## src/rtl/pong_pkg.sv

```systemverilog
`default_nettype none
// +----------------------------------------------------------------------+
// | pong_pkg: state encoding and field constants shared with the renderer |
// | Revision: 1.0                                                         |
// +----------------------------------------------------------------------+
package pong_pkg;

    typedef enum logic [2:0] {
        IDLE     = 3'd0,
        SERVE    = 3'd1,
        PLAY     = 3'd2,
        POINT    = 3'd3,
        GAMEOVER = 3'd4
    } pong_state_e;

    localparam int c_X_WIDTH     = 10;
    localparam int c_SCORE_WIDTH = 8;
    localparam int c_CENTER_X    = 285;
    localparam int c_LEFT_LIMIT  = 160;
    localparam int c_RIGHT_LIMIT = 430;
    localparam int c_WIN_SCORE   = 5;

endpackage
`default_nettype wire

```

## src/rtl/pong_game_engine_frame_countdown.sv

```systemverilog
`default_nettype none
// +----------------------------------------------------------------------+
// | frame_countdown: 8-bit loadable per-frame down-counter, done strobe   |
// | Revision: 1.0                                                         |
// +----------------------------------------------------------------------+
module frame_countdown (
    input  logic       clk,
    input  logic       reset,
    input  logic       tick,
    input  logic       load,
    input  logic [7:0] loadValue,
    output logic       done
);

    logic [7:0] r_count;

    always_ff @(posedge clk) begin
        if (!reset) begin
            r_count <= 8'd0;
        end else if (load) begin
            r_count <= loadValue;
        end else if (tick && (r_count != 8'd0)) begin
            r_count <= r_count - 8'd1;
        end
    end

    // Fires on the tick that takes the count from 1 to 0.
    assign done = tick && !load && (r_count == 8'd1);

endmodule
`default_nettype wire

```

## src/rtl/pong_game_engine.sv

```systemverilog
`default_nettype none
// +----------------------------------------------------------------------+
// | pong_game_engine: per-frame ball position, scoring and match FSM      |
// | Revision: 1.0                                                         |
// +----------------------------------------------------------------------+
module pong_game_engine
    import pong_pkg::*;
#(
    parameter int X_WIDTH      = c_X_WIDTH,
    parameter int SCORE_WIDTH  = c_SCORE_WIDTH,
    parameter int CENTER_X     = c_CENTER_X,
    parameter int LEFT_LIMIT   = c_LEFT_LIMIT,
    parameter int RIGHT_LIMIT  = c_RIGHT_LIMIT,
    parameter int WIN_SCORE    = c_WIN_SCORE,
    parameter int SPEED_SHIFT  = 5,
    parameter int SERVE_FRAMES = 60
) (
    input  logic                   clk,
    input  logic                   reset,
    input  logic                   frame_tick,
    input  logic                   start,
    input  logic                   dir,
    input  logic [7:0]             speed,
    output logic [X_WIDTH-1:0]     ball_x,
    output logic [SCORE_WIDTH-1:0] left_score,
    output logic [SCORE_WIDTH-1:0] right_score,
    output logic [2:0]             state,
    output logic                   winner_valid,
    output logic                   winner_right,
    output logic                   point_pulse
);

    localparam logic [X_WIDTH-1:0]     c_CENTER     = X_WIDTH'(CENTER_X);
    localparam logic [X_WIDTH-1:0]     c_LEFT       = X_WIDTH'(LEFT_LIMIT);
    localparam logic [X_WIDTH-1:0]     c_RIGHT      = X_WIDTH'(RIGHT_LIMIT);
    localparam logic [X_WIDTH-1:0]     c_X_MAX      = {X_WIDTH{1'b1}};
    localparam logic [SCORE_WIDTH-1:0] c_WIN        = SCORE_WIDTH'(WIN_SCORE);
    localparam logic [SCORE_WIDTH-1:0] c_SCORE_ONE  = SCORE_WIDTH'(1);
    localparam logic [SCORE_WIDTH-1:0] c_SCORE_ZERO = '0;
    localparam logic [7:0]             c_SERVE_LOAD = 8'(SERVE_FRAMES);

    pong_state_e              r_state, w_stateNext;
    logic [X_WIDTH-1:0]       r_ballX, w_ballNext;
    logic [SCORE_WIDTH-1:0]   r_leftScore, w_leftNext;
    logic [SCORE_WIDTH-1:0]   r_rightScore, w_rightNext;
    logic                     r_winnerValid;
    logic                     r_winnerRight, w_winnerRightNext;
    logic                     r_pointPulse, w_pulseNext;
    logic                     r_startPrev;
    logic                     w_load;
    logic                     w_serveDone;

    logic [8:0]               w_speedShifted;
    logic [X_WIDTH-1:0]       w_step;
    logic [X_WIDTH:0]         w_sum;
    logic [X_WIDTH-1:0]       w_nx;

    frame_countdown u_serve_countdown (
        .clk       (clk),
        .reset     (reset),
        .tick      (frame_tick && (r_state == SERVE)),
        .load      (w_load),
        .loadValue (c_SERVE_LOAD),
        .done      (w_serveDone)
    );

    // Candidate position with saturation at both ends of the coordinate range.
    always_comb begin
        w_speedShifted = {1'b0, speed} >> SPEED_SHIFT;
        w_step         = X_WIDTH'(w_speedShifted);
        w_sum          = {1'b0, r_ballX} + {1'b0, w_step};
        w_nx           = r_ballX;
        if (dir) begin
            w_nx = (w_step > r_ballX) ? '0 : (r_ballX - w_step);
        end else begin
            w_nx = w_sum[X_WIDTH] ? c_X_MAX : w_sum[X_WIDTH-1:0];
        end
    end

    always_comb begin
        w_stateNext       = r_state;
        w_ballNext        = r_ballX;
        w_leftNext        = r_leftScore;
        w_rightNext       = r_rightScore;
        w_winnerRightNext = r_winnerRight;
        w_pulseNext       = 1'b0;
        w_load            = 1'b0;
        if (frame_tick) begin
            case (r_state)
                IDLE: begin
                    w_ballNext  = c_CENTER;
                    w_leftNext  = c_SCORE_ZERO;
                    w_rightNext = c_SCORE_ZERO;
                    if (start) begin
                        w_stateNext = SERVE;
                        w_load      = 1'b1;
                    end
                end
                SERVE: begin
                    w_ballNext = c_CENTER;
                    if (w_serveDone) begin
                        w_stateNext = PLAY;
                    end
                end
                PLAY: begin
                    if (w_nx < c_LEFT) begin
                        w_rightNext = r_rightScore + c_SCORE_ONE;
                        w_ballNext  = c_CENTER;
                        w_pulseNext = 1'b1;
                        w_stateNext = POINT;
                    end else if (w_nx > c_RIGHT) begin
                        w_leftNext  = r_leftScore + c_SCORE_ONE;
                        w_ballNext  = c_CENTER;
                        w_pulseNext = 1'b1;
                        w_stateNext = POINT;
                    end else begin
                        w_ballNext = w_nx;
                    end
                end
                POINT: begin
                    if ((r_leftScore == c_WIN) || (r_rightScore == c_WIN)) begin
                        w_stateNext       = GAMEOVER;
                        w_winnerRightNext = (r_rightScore == c_WIN);
                    end else begin
                        w_stateNext = SERVE;
                        w_load      = 1'b1;
                    end
                end
                GAMEOVER: begin
                    if (start && !r_startPrev) begin
                        w_leftNext  = c_SCORE_ZERO;
                        w_rightNext = c_SCORE_ZERO;
                        w_stateNext = SERVE;
                        w_load      = 1'b1;
                    end
                end
                default: begin
                    w_stateNext = IDLE;
                end
            endcase

            // Dropping start mid-match wins over any move or score on this tick.
            if (!start && ((r_state == SERVE) || (r_state == PLAY) || (r_state == POINT))) begin
                w_stateNext = IDLE;
                w_ballNext  = c_CENTER;
                w_leftNext  = c_SCORE_ZERO;
                w_rightNext = c_SCORE_ZERO;
                w_pulseNext = 1'b0;
                w_load      = 1'b0;
            end
        end
    end

    always_ff @(posedge clk) begin
        if (!reset) begin
            r_state       <= IDLE;
            r_ballX       <= c_CENTER;
            r_leftScore   <= c_SCORE_ZERO;
            r_rightScore  <= c_SCORE_ZERO;
            r_winnerValid <= 1'b0;
            r_winnerRight <= 1'b0;
            r_pointPulse  <= 1'b0;
            r_startPrev   <= 1'b0;
        end else begin
            r_state       <= w_stateNext;
            r_ballX       <= w_ballNext;
            r_leftScore   <= w_leftNext;
            r_rightScore  <= w_rightNext;
            r_winnerValid <= (w_stateNext == GAMEOVER);
            r_winnerRight <= w_winnerRightNext;
            r_pointPulse  <= w_pulseNext;
            if (frame_tick) begin
                r_startPrev <= start;
            end
        end
    end

    assign ball_x       = r_ballX;
    assign left_score   = r_leftScore;
    assign right_score  = r_rightScore;
    assign state        = r_state;
    assign winner_valid = r_winnerValid;
    assign winner_right = r_winnerRight;
    assign point_pulse  = r_pointPulse;

endmodule
`default_nettype wire

```

## config.mk

```make
export PLATFORM = sky130hd
export DESIGN_NAME = pong_game_engine
export DESIGN_NICKNAME = d
export VERILOG_FILES = /design/src/rtl/pong_pkg.sv /design/src/rtl/pong_game_engine_frame_countdown.sv /design/src/rtl/pong_game_engine.sv
export SDC_FILE = /design/constraint.sdc
export NUM_CORES = 1
export LEC_CHECK = 0
export CAP_MARGIN = 20
export CORE_ASPECT_RATIO = 1.2
export CORE_MARGIN = 5
export CORE_UTILIZATION = 25
export CTS_BUF_LIST = sky130_fd_sc_hd__clkbuf_4 sky130_fd_sc_hd__clkbuf_8
export CTS_CLUSTER_DIAMETER = 40
export DETAILED_ROUTE_END_ITERATION = 16
export GPL_TIMING_DRIVEN = 0
export SYNTH_ARGS = -nofsm -noshare
export SYNTH_HDL_FRONTEND = slang
export SYNTH_SLANG_ARGS = --single-unit
```

## constraint.sdc

```tcl
create_clock -name clk -period 6.8 [get_ports clk]
set_clock_uncertainty 0.15 [all_clocks]
set_input_delay 1.02 -clock clk [delete_from_list [all_inputs] [get_ports clk]]
set_output_delay 1.02 -clock clk [all_outputs]
set_load 0.05 [all_outputs]
```

Word-level counts from Yosys, hierarchy flattened
Index checks and enable logic that the tools add are counted.
{ "classes": {"muxes": 34, "addsub": 5, "n_eq_ne": 12, "n_reduce_logical": 24, "bitwise": 3, "order_cmp": 3} }
{ "ops": {"columns": ["operator", "count"], "rows": [
  ["10-bit 2-to-1 mux", 6],
  ["8-bit 2-to-1 mux", 6],
  ["8-bit one-hot mux with 3 select lines", 2],
  ["3-bit 2-to-1 mux", 8],
  ["10-bit one-hot mux with 2 select lines", 1],
  ["8-bit by 1-bit adder with 8-bit output, second input constant", 2],
  ["8-bit by 3-bit equality test with 1-bit output, second input constant", 2],
  ["3-bit one-hot mux with 5 select lines", 1],
  ["6-bit 2-to-1 mux", 2],
  ["10-bit by 3-bit adder with 11-bit output", 1],
  ["10-bit by 9-bit greater-than comparator with 1-bit output, second input constant", 1],
  ["3-bit by 10-bit greater-than comparator with 1-bit output", 1],
  ["10-bit by 8-bit less-than comparator with 1-bit output, second input constant", 1],
  ["10-bit by 3-bit subtractor with 10-bit output", 1],
  ["3-bit by 2-bit inequality test with 1-bit output, second input constant", 3],
  ["8-bit by 1-bit equality test with 1-bit output, second input constant", 1],
  ["8-bit nonzero test", 1],
  ["8-bit by 1-bit subtractor with 8-bit output, second input constant", 1],
  ["1-bit 2-to-1 mux", 7],
  ["3-bit by 2-bit equality test with 1-bit output, second input constant", 2],
  ["3-bit equality test, second input constant", 2],
  ["1-bit logical AND", 6],
  ["5-bit AND reduction", 1],
  ["4-bit AND reduction", 1],
  ["other kinds (14)", 21]
]} }
{ "word_totals": {"out_inout_bits": 32, "inputBits": 13, "elab_cells": 91, "regBits": 41} }

Logic depth before layout (Yosys ltp)
Gate-level depths: netlist of the first run.
{ "depth": {"ltp_word": 14, "ltp_mapped": 12, "ltp_nobuf": 11} }

By module
A second synthesis of the first run with hierarchy kept.
{ "unflattened": {"cells_unflattened": 389, "area_unflattened_um2": 2982.9} }
{ "modules_own_cells": {"columns": ["module", "area_per_inst_um2", "cells_each", "seq_area_each_um2", "n_inst"], "rows": [
  ["pong_game_engine", 2437.3, 319, 660.6, 1],
  ["frame_countdown", 545.5, 70, 160.2, 1]
]} }

Worst setup path before layout of the first run
OpenSTA, ideal clock, no wires.
{ "synth_timing": {"path_type": "input to register", "from": "input speed[5]", "to": "register r_leftScore[1] (netlist: left_score[1])", "required_time_ns": 6.526, "t_arrival_ns": 3.569, "path_slack_ns": 2.957, "n_path_buf": 0, "path_stages": 10, "setup_time_ns": 0.124, "cell_sequence": "ha_1 fa_1 nor2b_1 o21ai_0 nor2_1 o311ai_2 o21ai_1 a221oi_4 a21oi_1 mux2i_1"} }
{ "synth_via": {"elab_chain_cells": 6, "word_cells_on_any_way": 11, "classes_between": "add/sub (2); order compare (3); eq/ne (2); mux (3); reduce/logical (1)"} }
{ "synth_rtl": {"columns": ["item", "line", "text"], "rows": [
  ["start, declared", "pong_game_engine.sv:23", "input logic [7:0] speed,"],
  ["10-bit by 3-bit adder with 11-bit output (tied with other cells)", "pong_game_engine.sv:71", "w_sum = {1'b0, r_ballX} + {1'b0, w_step};"],
  ["10-bit 2-to-1 mux, on equally long branches", "pong_game_engine.sv:76, pong_game_engine.sv:74", null],
  ["10-bit 2-to-1 mux (*)", "pong_game_engine.sv:73", "if (dir) begin"],
  ["10-bit by 9-bit greater-than comparator with 1-bit output / 10-bit by 8-bit less-than comparator with 1-bit output (equally long branches)", "pong_game_engine.sv:111, pong_game_engine.sv:106", null],
  ["3-bit by 2-bit inequality test with 1-bit output (no line)", null, null],
  ["5-bit AND reduction (no line) (*)", null, null],
  ["end signal, assigned", "pong_game_engine.sv:158", "r_leftScore <= c_SCORE_ZERO;"],
  ["end signal, assigned", "pong_game_engine.sv:167", "r_leftScore <= w_leftNext;"],
  ["end, declared", "pong_game_engine.sv:44", "logic [SCORE_WIDTH-1:0] r_leftScore, w_leftNext;"]
]} }
Every way passes the cells marked *; elsewhere a longest branch is shown, timed or not.
A chain may end at the register's enable or synchronous reset.

Worst setup path in the final report of the first run
{ "layout_timing": {"from": "input speed[5]", "to": "register r_ballX[3] (netlist: ball_x[3])"} }
{ "layout_via": {"elab_chain_cells": 8, "word_cells_on_any_way": 12, "classes_between": "add/sub (2); order compare (3); mux (7)"} }
{ "layout_rtl": {"columns": ["item", "line", "text"], "rows": [
  ["10-bit by 3-bit adder with 11-bit output (tied with other cells)", "pong_game_engine.sv:71", null],
  ["10-bit 2-to-1 mux, on equally long branches", "pong_game_engine.sv:76, pong_game_engine.sv:74", null],
  ["10-bit 2-to-1 mux (*)", "pong_game_engine.sv:73", null],
  ["10-bit by 9-bit greater-than comparator with 1-bit output", "pong_game_engine.sv:111", "end else if (w_nx > c_RIGHT) begin"],
  ["10-bit 2-to-1 mux", "pong_game_engine.sv:111", null],
  ["10-bit 2-to-1 mux (*)", "pong_game_engine.sv:106", "if (w_nx < c_LEFT) begin"],
  ["10-bit one-hot mux with 2 select lines (*)", "pong_game_engine.sv:89", "case (r_state)"],
  ["10-bit 2-to-1 mux (*)", "pong_game_engine.sv:143", "if (!start && ((r_state == SERVE) || (r_state == PLAY) || (r_state == POINT))) begin"],
  ["end signal, assigned", "pong_game_engine.sv:157", "r_ballX <= c_CENTER;"],
  ["end signal, assigned", "pong_game_engine.sv:166", "r_ballX <= w_ballNext;"],
  ["end, declared", "pong_game_engine.sv:43", "logic [X_WIDTH-1:0] r_ballX, w_ballNext;"]
]} }
Marked as above.

==> metrics.yaml, run 1 <==
hold_class: "reg -> reg"
cap_violations: 0
core_region_area_sq_um: 11600
status: "finished, final reports clean"
first_global_vias: 2902
final_cell_mix: "dfxtp_1, clkdlybuf4s50_1, nand2_1"
grt_pass1_wl_um: 14100
reg2reg_to: "ball_x[3]$_SDFFE_PN1P_"
worstSkewPairLatency_ps: 300
clk_pin_slew_ps: 80
numCtsBuffers: 5
cts_setup_buffers: 0
nets: 436
area_growth_pct: 23.2
root_buffer: "clkbuf_8"
die_h_um: 130
reg2reg_slack_ps: 3020
synthFlopType: "dfxtp_1"
gp_congestion: 0.911
pin_count: 45
dieArea_sq_um: 14200
fmax_mhz: 215
syn_inst: 363
grt_usage: 0.124
n_antenna_cell: 0
final_common_cell: "dfxtp_1"
relSlewSlack: 0.387
cts_tree: "done"
min_period_ps: 4640
holdBufCountCts: 0
synth-simple-area-share: 0.258
path_cells: "clkdlybuf4s50_1 -> ha_1 -> fa_1 -> nor2b_1 -> o21ai_0 -> nor2_1 -> o311ai_2 -> o21ai_1 -> nand2_1 -> nand4_1 -> o22a_1"
synth_top_family_by_area: "compound AO/OA/AOI/OAI gates"
worst-path-buf-inv: 1
synthTopCellsByArea: "dfxtp_1, ha_1, nand2_1"
grt_setup_unrepaired: "false"
drt-initial-drc-count: 185
synth_cell_type_count: 70
synth-compound-area-share: 0.284
h-tree-depth: 2
routedWlPerCell_um: 15.2
drive_gt1_frac: 0.0733
drtPass1Iterations: 4
worstMarginPinSlew_ps: 917
synth_enable_flop_cells: 0
ant_nets: 0
crit_path_max_incr_delay_ps: 550
ys_seq_elements: 41
power_leakage_nw: 1.30
setup_viol: 0
postCtsResizedCells: 0
fp.dieW_um: 110
critPathLaunchType: "input pin"
synthXorXnorAreaFrac: 0.0352
ir_drop_mv: 0.0738
hold_viol: 0
critical_path.top_delay_family: "compound AO/OA/AOI/OAI gates"
crit_path_start: "speed[5]"
cp-end-kind: "flip-flop"
synth_top_area_share: 0.275
vias_per_cell: 5.19
crit_fanout: 9
dp_hpwl_um: 6690
slowest_stage: "o311ai_2"
rr_worst_depth: 10
vias: 2936
post-place-ws_ps: 1880
cp.arrival_ps: 4680
async_reset_ff_frac: 0
synthMuxAreaShare: 0.0235
cp-endpoint: "ball_x[3]$_SDFFE_PN1P_"
grt_overflow: 0
antenna_found_initial: 0
yosys_warnings: 0
yosysSeqAreaShare: 0.275
drc_errors: 0
core.rowCount: 43
synth-adder-area-share: 0.0680
synth.net_count: 391
path_class: "in -> reg"
yosysTopAreaCell: "dfxtp_1"
setup_slack_ps: 2160
path_depth: 11
cellPowerDensity_nw_per_um2: 144
cts.sink_count: 41
io_buffer_count: 37
grt_max_degree: 14
avgSynthCellArea_sq_um: 8.21
fin_crit_sh: 0.683
drt_wl_total_um: 8630
netlist_area_sq_um: 2980
critPathRequiredTime_ps: 6840
timing.rr.start: "ball_x[0]$_SDFFE_PN1P_"
drv_slew: 0
cts_buffer_depth: 2
tns_ps: 0
start_util: 0.257
[report_power, final]
group,switching [W],internal [W]
Sequential,0.00000364,0.000244
Combinational,0.0000435,0.0000247
Clock,0.0000939,0.000120
[per-layer routing]
metal / track usage / share of wire
met2: 0.229 / 0.52
met4: 0.0477 / 0.021
met3: 0.0249 / 0.061
met5: 0 / 0
met1: 0.139 / 0.40
[Yosys cell counts, types with 3 or more instances]
library cell	count
mux2i_1	7
nand2b_1	7
xnor2_1	7
or3_1	6
a31oi_1	5
o311ai_0	3
nor4_1	5
and2_1	4
and3_1	10
a221oi_1	3
nor2_1	29
nor2b_1	3
nor3b_1	4
dfxtp_1	41
ha_1	13
nand2_1	33
clkbuf_1	16
nand4_1	3
o22a_1	4
a211oi_1	5
buf_2	5
nand3b_1	3
nand3_1	9
o21a_1	3
o22ai_1	4
a21o_1	3
xor2_1	5
inv_1	20
o311a_1	5
o21ai_0	15
a41o_1	4
o2bb2ai_1	6
a21oi_1	15
or4_1	4
nor3_1	9
[cell families after synthesis]
family                   count (synthesis)
multiplexers                             7
XOR/XNOR                                12
buffers and inverters                   43
flip-flops                              41
AND/OR/NAND/NOR                        141
adder cells (fa/ha/maj)                 15
AO/OA/AOI/OAI                          104
[final cells by class]
| class | count | area [sq um] |
|---|---|---|
| timing repair buffer | 38 | 375 |
| multi-input combinational | 279 | 1990 |
| clock inverter | 2 | 37.5 |
| fill | 1265 | 7950 |
| buffer | 22 | 88.8 |
| inverter | 21 | 78.8 |
| clock buffer | 6 | 82.6 |
| tap | 157 | 196 |
| sequential | 41 | 821 |
[tightest hold or removal path, stage by stage (launching register included)]
cell	delay (ps)
dfxtp_1	340
nand2_1	60
o2bb2ai_1	60
[how the worst min path moves through the flow]
| stage | startpoint | to | slack (ps) | cells past startpoint |
|---|---|---|---|---|
| floorplan | r_startPrev$_SDFFE_PN0P_ | r_startPrev$_SDFFE_PN0P_ | 320 | 2 |
| global placement | winner_right$_SDFFE_PN0P_ | winner_right$_SDFFE_PN0P_ | 340 | 2 |
| detailed placement | winner_right$_SDFFE_PN0P_ | winner_right$_SDFFE_PN0P_ | 340 | 2 |
| CTS | left_score[7]$_SDFFE_PN0P_ | left_score[7]$_SDFFE_PN0P_ | 370 | 2 |
| global route | left_score[7]$_SDFFE_PN0P_ | left_score[7]$_SDFFE_PN0P_ | 390 | 2 |
| finish | left_score[7]$_SDFFE_PN0P_ | left_score[7]$_SDFFE_PN0P_ | 360 | 2 |
[sequential cells by signal, indices dropped and copies added (netlist names), 3 cells and up]
| signal | count |
|---|---|
| right_score | 8 |
| u_serve_countdown.r_count | 8 |
| ball_x | 10 |
| left_score | 8 |
| state | 3 |
[through the flow]
step / total power [W] / utilization / instances / hold slack (ps) / cell area [sq um]
floorplan: 0.000301 / - / 363 / 324 / 2980
global placement: 0.000319 / 0.305 / 557 / 336 / 3550
detailed placement: 0.000320 / 0.305 / 557 / 345 / 3550
CTS: 0.000534 / 0.316 / 565 / 365 / 3670
global route: 0.000552 / 0.316 / 566 / 391 / 3670
finish: 0.000529 / 0.316 / 566 / 360 / 3670
Power figures use the tool's default switching activity.
==> inputs of run 2 (changes only) <==
==> constraint.sdc (replaced) <==
create_clock -name clk -period 3.7 [get_ports clk]
set_clock_uncertainty 0.15 [all_clocks]
set_input_delay 0.555 -clock clk [delete_from_list [all_inputs] [get_ports clk]]
set_output_delay 0.555 -clock clk [all_outputs]
set_load 0.05 [all_outputs]
==> metrics.yaml, run 2 (synthesized netlist as in run 1, its figures left out) <==
fmax_mhz: 275
path_class: "in -> reg"
drt_wl_total_um: 8820  # +2.2%
min_period_ps: 3640
fillers: 1241  # -1.9%
largest_reg_flops: 10  # unchanged
die_h_um: 130  # unchanged
post-place-cells: 557  # unchanged
cap_violations: 0  # unchanged
fp.dieW_um: 110  # unchanged
numCtsBuffers: 5  # unchanged
grt_usage: 0.125  # +0.00113
antenna_found_initial: 0  # unchanged
fin_cells: 576  # +1.8%
ant_nets: 0  # unchanged
tns_ps: 0  # unchanged
critPathLaunchType: "input pin"
area_growth_pct: 29.9
power_leakage_nw: 1.38  # +5.5%
cellPowerDensity_nw_per_um2: 254  # +76%
grt_pass1_wl_um: 14200  # +1.1%
io_buffer_count: 37  # unchanged
routedWlPerCell_um: 15.3  # +0.47%
critPathRequiredTime_ps: 3740  # -3100 ps
cp.arrival_ps: 3680  # -1000 ps
cp-end-kind: "flip-flop"
hold_class: "reg -> reg"
final_cell_mix: "dfxtp_1, clkdlybuf4s50_1, nand2_1"
final_area_sq_um: 3870  # +5.4%
crit_fanout: 6  # -3
cts_tree: "done"
dp_hpwl_um: 6690  # unchanged
start_util: 0.257  # unchanged
place_area_sq_um: 3550  # unchanged
final_common_cell: "dfxtp_1"
cts_buffer_depth: 2  # unchanged
dieArea_sq_um: 14200  # unchanged
ir_drop_mv: 0.136  # +85%
core.rowCount: 43  # unchanged
holdBufCountCts: 0  # unchanged
reg2reg_slack_ps: 430  # -2590 ps
vias_per_cell: 5.23  # +0.74%
vias: 3010  # +2.5%
gp_congestion: 0.911  # unchanged
grt_setup_unrepaired: "false"
fin_crit_sh: 0.983
drc_errors: 0  # unchanged
grt_overflow: 0  # unchanged
setup_viol: 0  # unchanged
n_antenna_cell: 0  # unchanged
p_total_w: 0.000984  # +86%
pin_count: 45  # unchanged
hold_viol: 0  # unchanged
core_region_area_sq_um: 11600  # unchanged
nets: 446  # +2.3%
drive_gt1_frac: 0.138  # +0.0651
drv_slew: 0  # unchanged
worstMarginPinSlew_ps: 917  # -0.00292 ps
first_global_vias: 2950  # +1.7%
cts.sink_count: 41  # unchanged
worstSkewPairLatency_ps: 300  # about the same
root_buffer: "clkbuf_8"
drtPass1Iterations: 4  # unchanged
drt-initial-drc-count: 195  # +5.4%
relSlewSlack: 0.387  # about the same
grt_max_degree: 14  # unchanged
status: "finished, final reports clean"
clk_pin_slew_ps: 80  # about the same
h-tree-depth: 2  # unchanged
-- run 2: layer usage --
layer / GRT usage / wire length, um / vias up
met5: 0 / 0 / -
met4: 0.0506 / 271 / 0
met3: 0.0259 / 397 / 27
met2: 0.228 / 4510 / 75
met1: 0.141 / 3650 / 1441
li1: - / - / 1467
-- run 2: metrics by stage --
| step | hold WS (ps) | utilization | setup slack (ps) |
|---|---|---|---|
| final | 359 | 0.333 | 61.3 |
| after CTS | 365 | 0.323 | 38.2 |
| after global placement | 336 | 0.305 | -764 |
| after detailed placement | 345 | 0.305 | -757 |
| after global routing | 391 | 0.333 | 8.01 |
| after floorplan | 324 | - | 262 |
-- run 2: final timing paths --
path / from / to / cells past startpoint
setup reg to reg: ball_x[0]$_SDFFE_PN1P_ / left_score[4]$_SDFFE_PN0P_ / 14
hold reg to reg: left_score[7]$_SDFFE_PN0P_ / left_score[7]$_SDFFE_PN0P_ / 2
setup / recovery: speed[5] / left_score[4]$_SDFFE_PN0P_ / 14
hold / removal: left_score[7]$_SDFFE_PN0P_ / left_score[7]$_SDFFE_PN0P_ / 2
-- run 2: worst max-delay path, stage by stage --
cell and delay (ps):
clkdlybuf4s50_1 440, ha_1 240, fa_1 430, nor2b_4 170, o21ai_2 220, nor2_1 150, o311ai_4 350, buf_4 200
a311oi_4 40, a221oi_4 340, buf_4 180, nor4b_4 40, buf_4 190, o2bb2ai_1 130
-- run 2: final cells by class --
class                      count  area [sq um]  share of cell area
multi-input combinational    279          2110               0.545
sequential                    41           821               0.212
timing repair buffer          48           453               0.117
tap                          157           196              0.0507
buffer                        22          93.8              0.0242
clock buffer                   6          82.6              0.0213
inverter                      21          78.8              0.0204
clock inverter                 2          37.5             0.00969
-- run 2: what timing repair did --
item	CTS	global route
setup buffers	6	4
setup endpoints to repair	28	13
pin swaps	4	8
cloned	0	0
resized for setup	9	22
-- run 2: power by group --
part | internal (W) | switching (W) | total, W
combinational | 0.0000523 | 0.0000857 | 0.000138
sequential | 0.000448 | 0.00000670 | 0.000455
clock | 0.000220 | 0.000172 | 0.000391
==> inputs of run 3 (changes only) <==
--- a/config.mk
+++ b/config.mk
@@ -13,6 +13,7 @@
 export CTS_CLUSTER_DIAMETER = 40
 export DETAILED_ROUTE_END_ITERATION = 16
 export GPL_TIMING_DRIVEN = 0
+export PLACE_DENSITY_LB_ADDON = 0.12
 export SYNTH_ARGS = -nofsm -noshare
 export SYNTH_HDL_FRONTEND = slang
 export SYNTH_SLANG_ARGS = --single-unit
==> metrics.yaml, run 3 (synthesized netlist as in run 1, its figures left out) <==
start_util: 0.257  # unchanged
fillers: 1288  # +3.8%
cap_violations: 0  # unchanged
grt_pass1_wl_um: 15300  # +7.8%
hold_class: "reg -> reg"
gp_congestion: 0.820  # -10%
dp_hpwl_um: 6990  # +4.5%
drtPass1Iterations: 4  # unchanged
critPathRequiredTime_ps: 3740  # about the same
crit_fanout: 9  # +3
p_total_w: 0.000900  # -8.6%
pin_count: 45  # unchanged
global_route.peak_usage_layer: "met2"
worstSkewPairLatency_ps: 300  # about the same
drive_gt1_frac: 0.115  # -0.0236
drc_errors: 0  # unchanged
grt_max_degree: 13  # -1
dieArea_sq_um: 14200  # unchanged
cellPowerDensity_nw_per_um2: 235  # -7.4%
root_buffer: "clkbuf_8"
relSlewSlack: 0.396  # +0.00890
gr-usage-met3: 0.0194  # -0.00648
critPathLaunchType: "input pin"
ir_drop_mv: 0.127  # -6.8%
power_leakage_nw: 1.37  # -0.48%
final_cell_mix: "dfxtp_1, clkdlybuf4s50_1, nand2_1"
cts_buffer_depth: 2  # unchanged
area_growth_pct: 28.2
largest_reg_flops: 10  # unchanged
met2_usage: 0.231  # +0.00252
core.rowCount: 43  # unchanged
cts.sink_count: 41  # unchanged
fp.dieW_um: 110  # unchanged
first_global_vias: 2940  # -0.34%
cp.arrival_ps: 3630  # -50 ps
cts_tree: "done"
hold_viol: 0  # unchanged
path_class: "in -> reg"
numCtsBuffers: 5  # unchanged
met1_usage: 0.176  # +0.0350
h-tree-depth: 2  # unchanged
drt_wl_total_um: 9270  # +5.1%
nets: 445  # -0.22%
clk_pin_slew_ps: 80  # about the same
n_antenna_cell: 0  # unchanged
status: "finished, final reports clean"
vias: 2939  # -2.4%
ant_nets: 0  # unchanged
io_buffer_count: 37  # unchanged
setup_slack_ps: 108  # +47.2 ps
routedWlPerCell_um: 16.1  # +5.2%
die_h_um: 130  # unchanged
drt-initial-drc-count: 126  # -35%
setup_viol: 0  # unchanged
min-delay-start: "left_score[1]$_SDFFE_PN0P_"
worstMarginPinSlew_ps: 904  # -13.3 ps
antenna_found_initial: 0  # unchanged
grt_usage: 0.135  # +0.0100
crit_path_start: "speed[5]"
post-place-ws_ps: -766  # -8.60 ps
cp-end-kind: "flip-flop"
final_common_cell: "dfxtp_1"
timing.rr.start: "ball_x[0]$_SDFFE_PN1P_"
core_region_area_sq_um: 11600  # unchanged
grt_overflow: 0  # unchanged
fmax_mhz: 278  # +1.3%
vias_per_cell: 5.11  # -2.2%
drv_slew: 0  # unchanged
fin_crit_sh: 0.971  # -0.0127
min_period_ps: 3590  # -47.2 ps
[run 3: stage by stage]
step | setup TNS (ps) | utilization | area, sq um | std cells | hold slack, ps
detailed placement | -18380 | 0.306 | 3560 | 558 | 343
CTS | 0 | 0.319 | 3710 | 569 | 362
global route | -1.32 | 0.329 | 3820 | 575 | 395
finish | 0 | 0.329 | 3820 | 575 | 360
floorplan | 0 | - | 2980 | 363 | 324
global placement | -19690 | 0.305 | 3550 | 557 | 347
[run 3: worst paths after layout]
path	to	slack (ps)	cells after the start
max reg2reg	left_score[4]$_SDFFE_PN0P_	420	13
max	left_score[6]$_SDFFE_PN0P_	110	13
min	left_score[1]$_SDFFE_PN0P_	360	2
min reg2reg	left_score[1]$_SDFFE_PN0P_	360	2
[run 3: what timing repair did]
| item | 4_1_cts | 5_1_grt |
|---|---|---|
| resized for setup | 7 | 17 |
| buffers inserted | 3 | 6 |
| hold buffers | 0 | 0 |
| setup endpoints to repair | 28 | 24 |
| pin swaps | 5 | 5 |
| cloned | 0 | 0 |
[run 3: power breakdown]
| group | switching, W | internal [W] | total, W |
|---|---|---|---|
| combinational | 0.0000856 | 0.0000517 | 0.000137 |
| sequential | 0.00000641 | 0.000448 | 0.000454 |
| clock | 0.000170 | 0.000139 | 0.000308 |
| total | 0.000262 | 0.000638 | 0.000900 |
[run 3: worst max-delay path: stages]
cell	delay, ps
clkdlybuf4s50_1	440
ha_1	240
fa_1	420
nor2b_4	170
o21ai_2	200
nor2_1	150
o311ai_4	450
o21ai_1	210
a221oi_4	290
buf_12	170
nor4b_4	50
buf_6	170
o2bb2ai_1	120
[run 3: metal layers]
layer | part of all wire | wire length (um)
met3 | 0.032 | 299
met4 | 0.022 | 204
met2 | 0.49 | 4520
met1 | 0.46 | 4250
met5 | 0 | 0
[run 3: layout make-up]
| class | count | area [sq um] | area share |
|---|---|---|---|
| multi-input cells | 279 | 2070 | 0.543 |
| flip-flops and latches | 41 | 821 | 0.215 |
| repair buffers | 47 | 468 | 0.122 |
| well taps | 157 | 196 | 0.0514 |
| plain buffers | 22 | 97.6 | 0.0255 |
| inverters | 21 | 78.8 | 0.0206 |
| clock buffers | 6 | 76.3 | 0.0200 |
| clock inverters | 2 | 10.0 | 0.00262 |
